### src/rtl/fft_uart_tx.sv
// Serializes each 2*length-bit FFT result word as MSB-first 8N1 UART frames.
// Optional even-parity bit per frame when UART_PARITY_EN is defined.
module fft_uart_tx #(
  parameter int unsigned length       = 32,
  parameter int unsigned CLKS_PER_BIT = 434
) (
  input  logic                i_clk,
  input  logic                i_rst,
  input  logic                i_tx_valid,
  input  logic [2*length-1:0] i_fft_data,
  output logic                o_tx_ready,
  output logic                o_tx,
  output logic                o_word_done
);

  localparam int unsigned W      = 2 * length;
  localparam int unsigned NBYTES = W / 8;
  localparam int unsigned BAUD_W = $clog2(CLKS_PER_BIT);
  localparam int unsigned BYTE_W = (NBYTES > 1) ? $clog2(NBYTES) : 1;

  localparam logic [BAUD_W-1:0] BAUD_LAST = BAUD_W'(CLKS_PER_BIT - 1);
  localparam logic [BYTE_W-1:0] BYTE_LAST = BYTE_W'(NBYTES - 1);

  typedef enum logic [2:0] {
    StIdle,
    StStart,
    StData,
`ifdef UART_PARITY_EN
    StParity,
`endif
    StStop
  } state_t;

  state_t            state;
  logic [W-1:0]      shift_reg;
  logic [BAUD_W-1:0] baud_cnt;
  logic [BYTE_W-1:0] byte_cnt;
  logic [2:0]        bit_cnt;
  logic [7:0]        cur_byte;

  // The byte in flight always sits in the top 8 bits of the shift register.
  assign cur_byte = shift_reg[W-1 -: 8];

  always_ff @(posedge i_clk or posedge i_rst) begin
    if (i_rst) begin
      state       <= StIdle;
      shift_reg   <= '0;
      baud_cnt    <= '0;
      byte_cnt    <= '0;
      bit_cnt     <= '0;
      o_tx        <= 1'b1;
      o_tx_ready  <= 1'b1;
      o_word_done <= 1'b0;
    end else begin
      o_word_done <= 1'b0;
      if (state == StIdle) begin
        if (i_tx_valid) begin
          shift_reg  <= i_fft_data;
          byte_cnt   <= '0;
          baud_cnt   <= '0;
          bit_cnt    <= '0;
          o_tx_ready <= 1'b0;
          o_tx       <= 1'b0;
          state      <= StStart;
        end
      end else if (baud_cnt != BAUD_LAST) begin
        baud_cnt <= baud_cnt + 1'b1;
      end else begin
        baud_cnt <= '0;
        case (state)
          StStart: begin
            o_tx    <= cur_byte[0];
            bit_cnt <= '0;
            state   <= StData;
          end
          StData: begin
            if (bit_cnt == 3'd7) begin
`ifdef UART_PARITY_EN
              o_tx  <= ^cur_byte;
              state <= StParity;
`else
              o_tx  <= 1'b1;
              state <= StStop;
`endif
            end else begin
              o_tx    <= cur_byte[bit_cnt + 3'd1];
              bit_cnt <= bit_cnt + 3'd1;
            end
          end
`ifdef UART_PARITY_EN
          StParity: begin
            o_tx  <= 1'b1;
            state <= StStop;
          end
`endif
          StStop: begin
            if (byte_cnt == BYTE_LAST) begin
              o_tx_ready  <= 1'b1;
              o_word_done <= 1'b1;
              state       <= StIdle;
            end else begin
              // Next frame starts immediately, no idle gap between bytes.
              byte_cnt  <= byte_cnt + 1'b1;
              shift_reg <= shift_reg << 8;
              o_tx      <= 1'b0;
              state     <= StStart;
            end
          end
          default: begin
            o_tx       <= 1'b1;
            o_tx_ready <= 1'b1;
            state      <= StIdle;
          end
        endcase
      end
    end
  end

endmodule

### config.mk
export PLATFORM = sky130hd
export DESIGN_NAME = fft_uart_tx
export DESIGN_NICKNAME = d
export VERILOG_FILES = /design/src/rtl/fft_uart_tx.sv
export SDC_FILE = /design/constraint.sdc
export NUM_CORES = 1
export LEC_CHECK = 0
export BUFFER_PORTS_ARGS = -buffer_cell sky130_fd_sc_hd__buf_2
export CAP_MARGIN = 20
export CORE_UTILIZATION = 45
export CTS_CLUSTER_SIZE = 8
export DETAILED_ROUTE_END_ITERATION = 12
export PLACE_DENSITY = 0.76
export RECOVER_POWER = 25
export SYNTH_ARGS = -nofsm -noshare
export SYNTH_HDL_FRONTEND = slang
export SYNTH_SLANG_ARGS = --single-unit
### constraint.sdc
create_clock -name i_clk -period 6.21 [get_ports i_clk]
set_input_delay 0.621 -clock i_clk [delete_from_list [all_inputs] [get_ports i_clk]]
set_output_delay 0.621 -clock i_clk [all_outputs]
set_load 0.03 [all_outputs]
Yosys cells after proc, flatten, opt, wreduce, memory -nomap -nowiden --
Index checks and enable logic that the tools add are counted.
Word-level totals: register bits after elaboration 85, output and inout bits 3, logic and storage cells 74
Cells by class: add/sub/neg operators 3, magnitude comparators 1, eq/ne operators 14, mux-type cells 39, reduce and logical (&&, ||, !) cells 9
Operators by type and width (count):
- $mux 64 | 5
- $mux 3 | 12
- $mux 9 | 3
- $mux 1 | 14
- $ne 3x3->1 const B | 4
- $reduce_and 4->1 | 3
- $add 9x1->9 const B | 1
- $ne 9x9->1 const B | 1
- $pmux 3 s3 | 1
- $add 3x1->3 const B | 2
- $eq 3x2->1 const B | 2
- $eq 3x3->1 const B | 2
- $ne 2x2->1 const B | 3
- $pmux 3 s2 | 1
- $reduce_and 3->1 | 2
- $lt 3x4->1 const B | 1
- $bmux 1 s3 | 1
- $eq 3x1->1 const B | 1
- $logic_not 3->1 | 1
- $pmux 1 s3 | 1
- $reduce_bool 3->1 | 1
- $ne 2x1->1 const B | 1
- $pmux 1 s2 | 1
- $reduce_bool 2->1 | 1
- $reduce_or 2->1 | 1

Longest topological paths before layout --
depth in word-level cells 7, gate-level depth with buffers 9

Worst setup path after synthesis --
No wires, ideal clock.
path kind register -> register, start point reg state[0], end point reg shift_reg[10], library setup time 0.126 ns, data arrival time 1.956 ns, required time 6.084 ns, path slack 4.128 ns, stages on the path, launching flop included 8, cells stage by stage dfrtp_1 -> inv_1 -> ha_1 -> clkbuf_1 -> clkbuf_1 -> clkbuf_1 -> mux2i_1 -> a21oi_1
Between the ends: longest elaborated chain between the ends 3
RTL lines:
- start, declared | line 34 | state_t state;
- start signal, assigned | line 46 | state <= StIdle;
- start signal, assigned | line 64 | state <= StStart;
- start signal, assigned | line 74 | state <= StData;
- $eq 3x2->1 / $logic_not 3->1 (equally long branches) | line 70, 56
- $reduce_bool 2->1 (no line) / $ne 2x2->1 (equally long branches)
- $reduce_and 4->1 (no line)
- end signal, assigned | line 58 | shift_reg <= i_fft_data;
- end signal, assigned | line 104 | shift_reg <= shift_reg << 8;
- end, declared | line 35 | logic [W-1:0] shift_reg;
Several ways; a longest one is shown, not always the timed one. A chain may end at the register's enable or synchronous reset.

Worst setup path in the final report --
start point reg state[1], end point reg shift_reg[45]
Same word-level chain as after synthesis.

==> impl_metrics.csv <==
group,metric,value,unit
floorplan,num_rows,34,
final_layout,multi_input_area,1870,sq um
cts,cts_tree,"built",
floorplan,fp.dieH,97.5,um
yosys,syn_inst,402,
grt,track_usage,18.7,%
detailed_routing,wirelength,8.24,mm
final_layout,regArea,2100,sq um
cts,cts_setup_buffers,0,
floorplan,io-pin-count,70,
detailed_routing,met2_length,4.05,mm
yosys,postSynth.asyncResetShare,100,%
final_layout,area_growth,15.8,%
detailed_routing,ant_nets,0,
placed_design,place_area,4520,sq um
final_layout,drive_above_1_share,21.8,%
sta,max_freq,358,MHz
detailed_routing,drt_pass1_iterations,5,
floorplan,die_width,97.5,um
yosys,synth_largest_area_cell,"dfrtp_1",
status,status,"finished, violations left",
cts,cts_buffers,9,
floorplan,initial_utilization,46.9,%
worst_hold_path,hp-class,"in -> reg",
sta,fin_worst_skew,0.00791,ns
sta,fin_crit,2.80,ns
setup_path,worst_path_most_repeated_cell,"buf_4",
cts,clockBufferDepth,2,
yosys,synth_warnings,0,
pwr,p_per_area,212,nW/um^2
yosys,synth_edf_count,0,
yosys,syn_nets,481,
status,violations,"capacitance limit, slew limit",
detailed_routing,viasPerCell,5.40,
grt,grt_pass1_wl,14.2,mm
final_layout,diodes,0,
sta,maxSlewViolCount,38,
sta,period_share,45.0,%
sta,setup_ws,3.41,ns
sta,maxSlewHeadroom,-41.9,%
setup_path,setup.worst_path.start_class,"flip-flop",
detailed_routing,drc,0,
cts,cts_hold_buf,0,
setup_path,crit_family,"buffers and inverters",
pwr,p_leak,2.16,nW
setup_path,cp-end-kind,"flip-flop",
yosys,ys_ff_latch,84,
final_layout,nNetsFinal,542,
sta,setup_viol,0,
detailed_routing,routed.top_layer,"met4",
placed_design,numPortBuffers,69,
final_layout,final_util,54.3,%
yosys,synth_area,4110,sq um
grt,grt_pass1_vias,3042,
placed_design,dp_worst_setup_slack,3.42,ns
yosys,synth_top_cells_by_area,"dfrtp_1 (50%), mux2i_1 (14%), a21oi_1 (7.9%), nor2_1 (5.3%), ha_1 (3.7%)",
setup_path,crit_slowest_cell,"buf_4",
setup_path,crit_path_max_incr_delay,0.81,ns
grt,grt_max_degree,114,
job,drv_cap,1,
detailed_routing,drt_iter0_markers,178,
setup_path,cp_max_fo,113,
cts,cts_root_buffer,"clkbuf_8",
yosys,synth_seq_area_share,51.2,%
cts,htree_num_levels,3,
placed_design,place.gp.congestion,0.875,
floorplan,core-area,8760,sq um
cts,clkSlewWorstSetupHoldPaths,0.08,ns
cts,clock_sinks,84,
detailed_routing,wl_met3,289,um
yosys,synthFlopType,"dfrtp_1",
cts,clk_latency,0.36,ns
sta,setup-tns-final,0,ns
placed_design,hpwl,5.70,mm
yosys,postSynthAreaPerCell,10.2,sq um
setup_path,path_class,"reg -> reg",
sta,max_slew.worst_pin.slew,2.13,ns
setup_path,required,6.49,ns
sta,whs,0.471,ns
sta,rsz0062_at_grt,"false",
setup_path,crit_buf_inv,3,
pwr,ir_worst_vdd,132,uV
final_layout,nFillCells,766,
grt,antenna_found_initial,0,
setup_path,worstPathArrival,3.07,ns
detailed_routing,vias,3105,
detailed_routing,wire_per_inst,14.3,um
setup_path,cp_cell_sequence,"inv_1, ha_4, buf_4, o41ai_4, buf_4, nor2_1, a21oi_1",
detailed_routing,wl_met1,3.78,mm
cts,cts-resized-gates,0,
yosys,synth_cell_types,39,
grt,gr-total-overflow,0,
final_layout,largest_reg_flops,64,
floorplan,die_area,9510,sq um
sta,hold_viol,0,
yosys,synth_top_cell_area_share,50.0,%
final_layout,stdcell_area,4760,sq um
## layer usage
| layer | GRT usage, % | vias to the layer above |
|---|---|---|
| met5 | 0 | - |
| met1 | 24.3 | 1486 |
| met2 | 30.5 | 63 |
| li1 | - | 1547 |
| met3 | 5.11 | 9 |
| met4 | 5.66 | 0 |
## final cells by class
type	instances	area share [%]
flip-flops and latches	84	44.3
clock buffers	9	2.60
inverters	9	0.737
clock inverters	6	1.89
multi-input cells	285	39.3
well taps	108	2.84
repair buffers	74	8.39
## Yosys cell counts (3+ instances only)
master and number:
nand3_1 5, and3_1 3, a31oi_1 3, ha_1 12, dfrtp_1 82, mux2_2 5, buf_2 9, nand2b_1 5
clkbuf_1 11, nand2_1 26, inv_1 9, o21ai_0 16, nor2_1 58, a21oi_1 65, buf_4 3, mux2i_1 58
## layout by cell type, fill, tap and decap left out, types with 3 or more instances in the layout
master | netlist | routed
dfrtp_1 | 82 | 82
a21oi_1 | 65 | 65
o21ai_0 | 16 | 16
nand2b_1 | 5 | 5
nand2_1 | 26 | 26
and3_1 | 3 | 3
mux2i_1 | 58 | 58
a31oi_1 | 3 | 3
buf_4 | 3 | 3
nand3_1 | 5 | 5
mux2_2 | 5 | 5
ha_1 | 12 | 11
inv_1 | 9 | 8
clkbuf_8 | 0 | 9
nor2_1 | 58 | 58
buf_2 | 9 | 69
## report_power, final
part | leakage (nW) | internal [mW] | switching [mW]
registers | 1.13 | 0.546 | 0
clock network | 0.105 | 0.225 | 0.199
logic | 0.925 | 0.0175 | 0.0184
total | 2.16 | 0.789 | 0.218
## path summary, 6_finish.rpt
kind / from / end / slack [ns] / cells after the start
setup / recovery: state[1]$_DFFE_PP0P_ / shift_reg[45]$_DFFE_PP0P_ / 3.41 / 7
hold / removal: i_fft_data[3] / shift_reg[3]$_DFFE_PP0P_ / 0.47 / 3
setup reg to reg: state[1]$_DFFE_PP0P_ / shift_reg[45]$_DFFE_PP0P_ / 3.41 / 7
hold reg to reg: bit_cnt[2]$_DFFE_PP0P_ / bit_cnt[2]$_DFFE_PP0P_ / 0.53 / 1
max in group asynchronous: i_rst / shift_reg[29]$_DFFE_PP0P_ / 3.95 / 3
min in group asynchronous: i_rst / shift_reg[62]$_DFFE_PP0P_ / 1.04 / 3
## worst register-to-register path, delay by kind of cell (launching register included)
kind / cells / cell delay, ns
buf+inv: 3 / 1.38
simple gates: 1 / 0.13
fa+ha+maj: 1 / 0.18
compound gates: 2 / 0.61
flops: 1 / 0.43
## metrics by stage
step           instances  power, mW
2_1_floorplan        402      0.566
3_3_place_gp         559      0.592
3_5_place_dp         559      0.593
4_1_cts              574       1.02
5_1_grt              575       1.04
6_report             575       1.01
## cells by family (layout without fill, tap and decap cells)
logic type | count (synthesis) | in the layout | synth area share (%)
flip-flops | 84 | 84 | 51.2
multiplexers | 64 | 64 | 16.1
buffers and inverters | 33 | 98 | 3.56
adder cells (fa/ha/maj) | 12 | 12 | 3.66
AND/OR/NAND/NOR | 112 | 112 | 12.1
AO/OA/AOI/OAI | 97 | 97 | 13.3
Power figures use the tool's default switching activity.
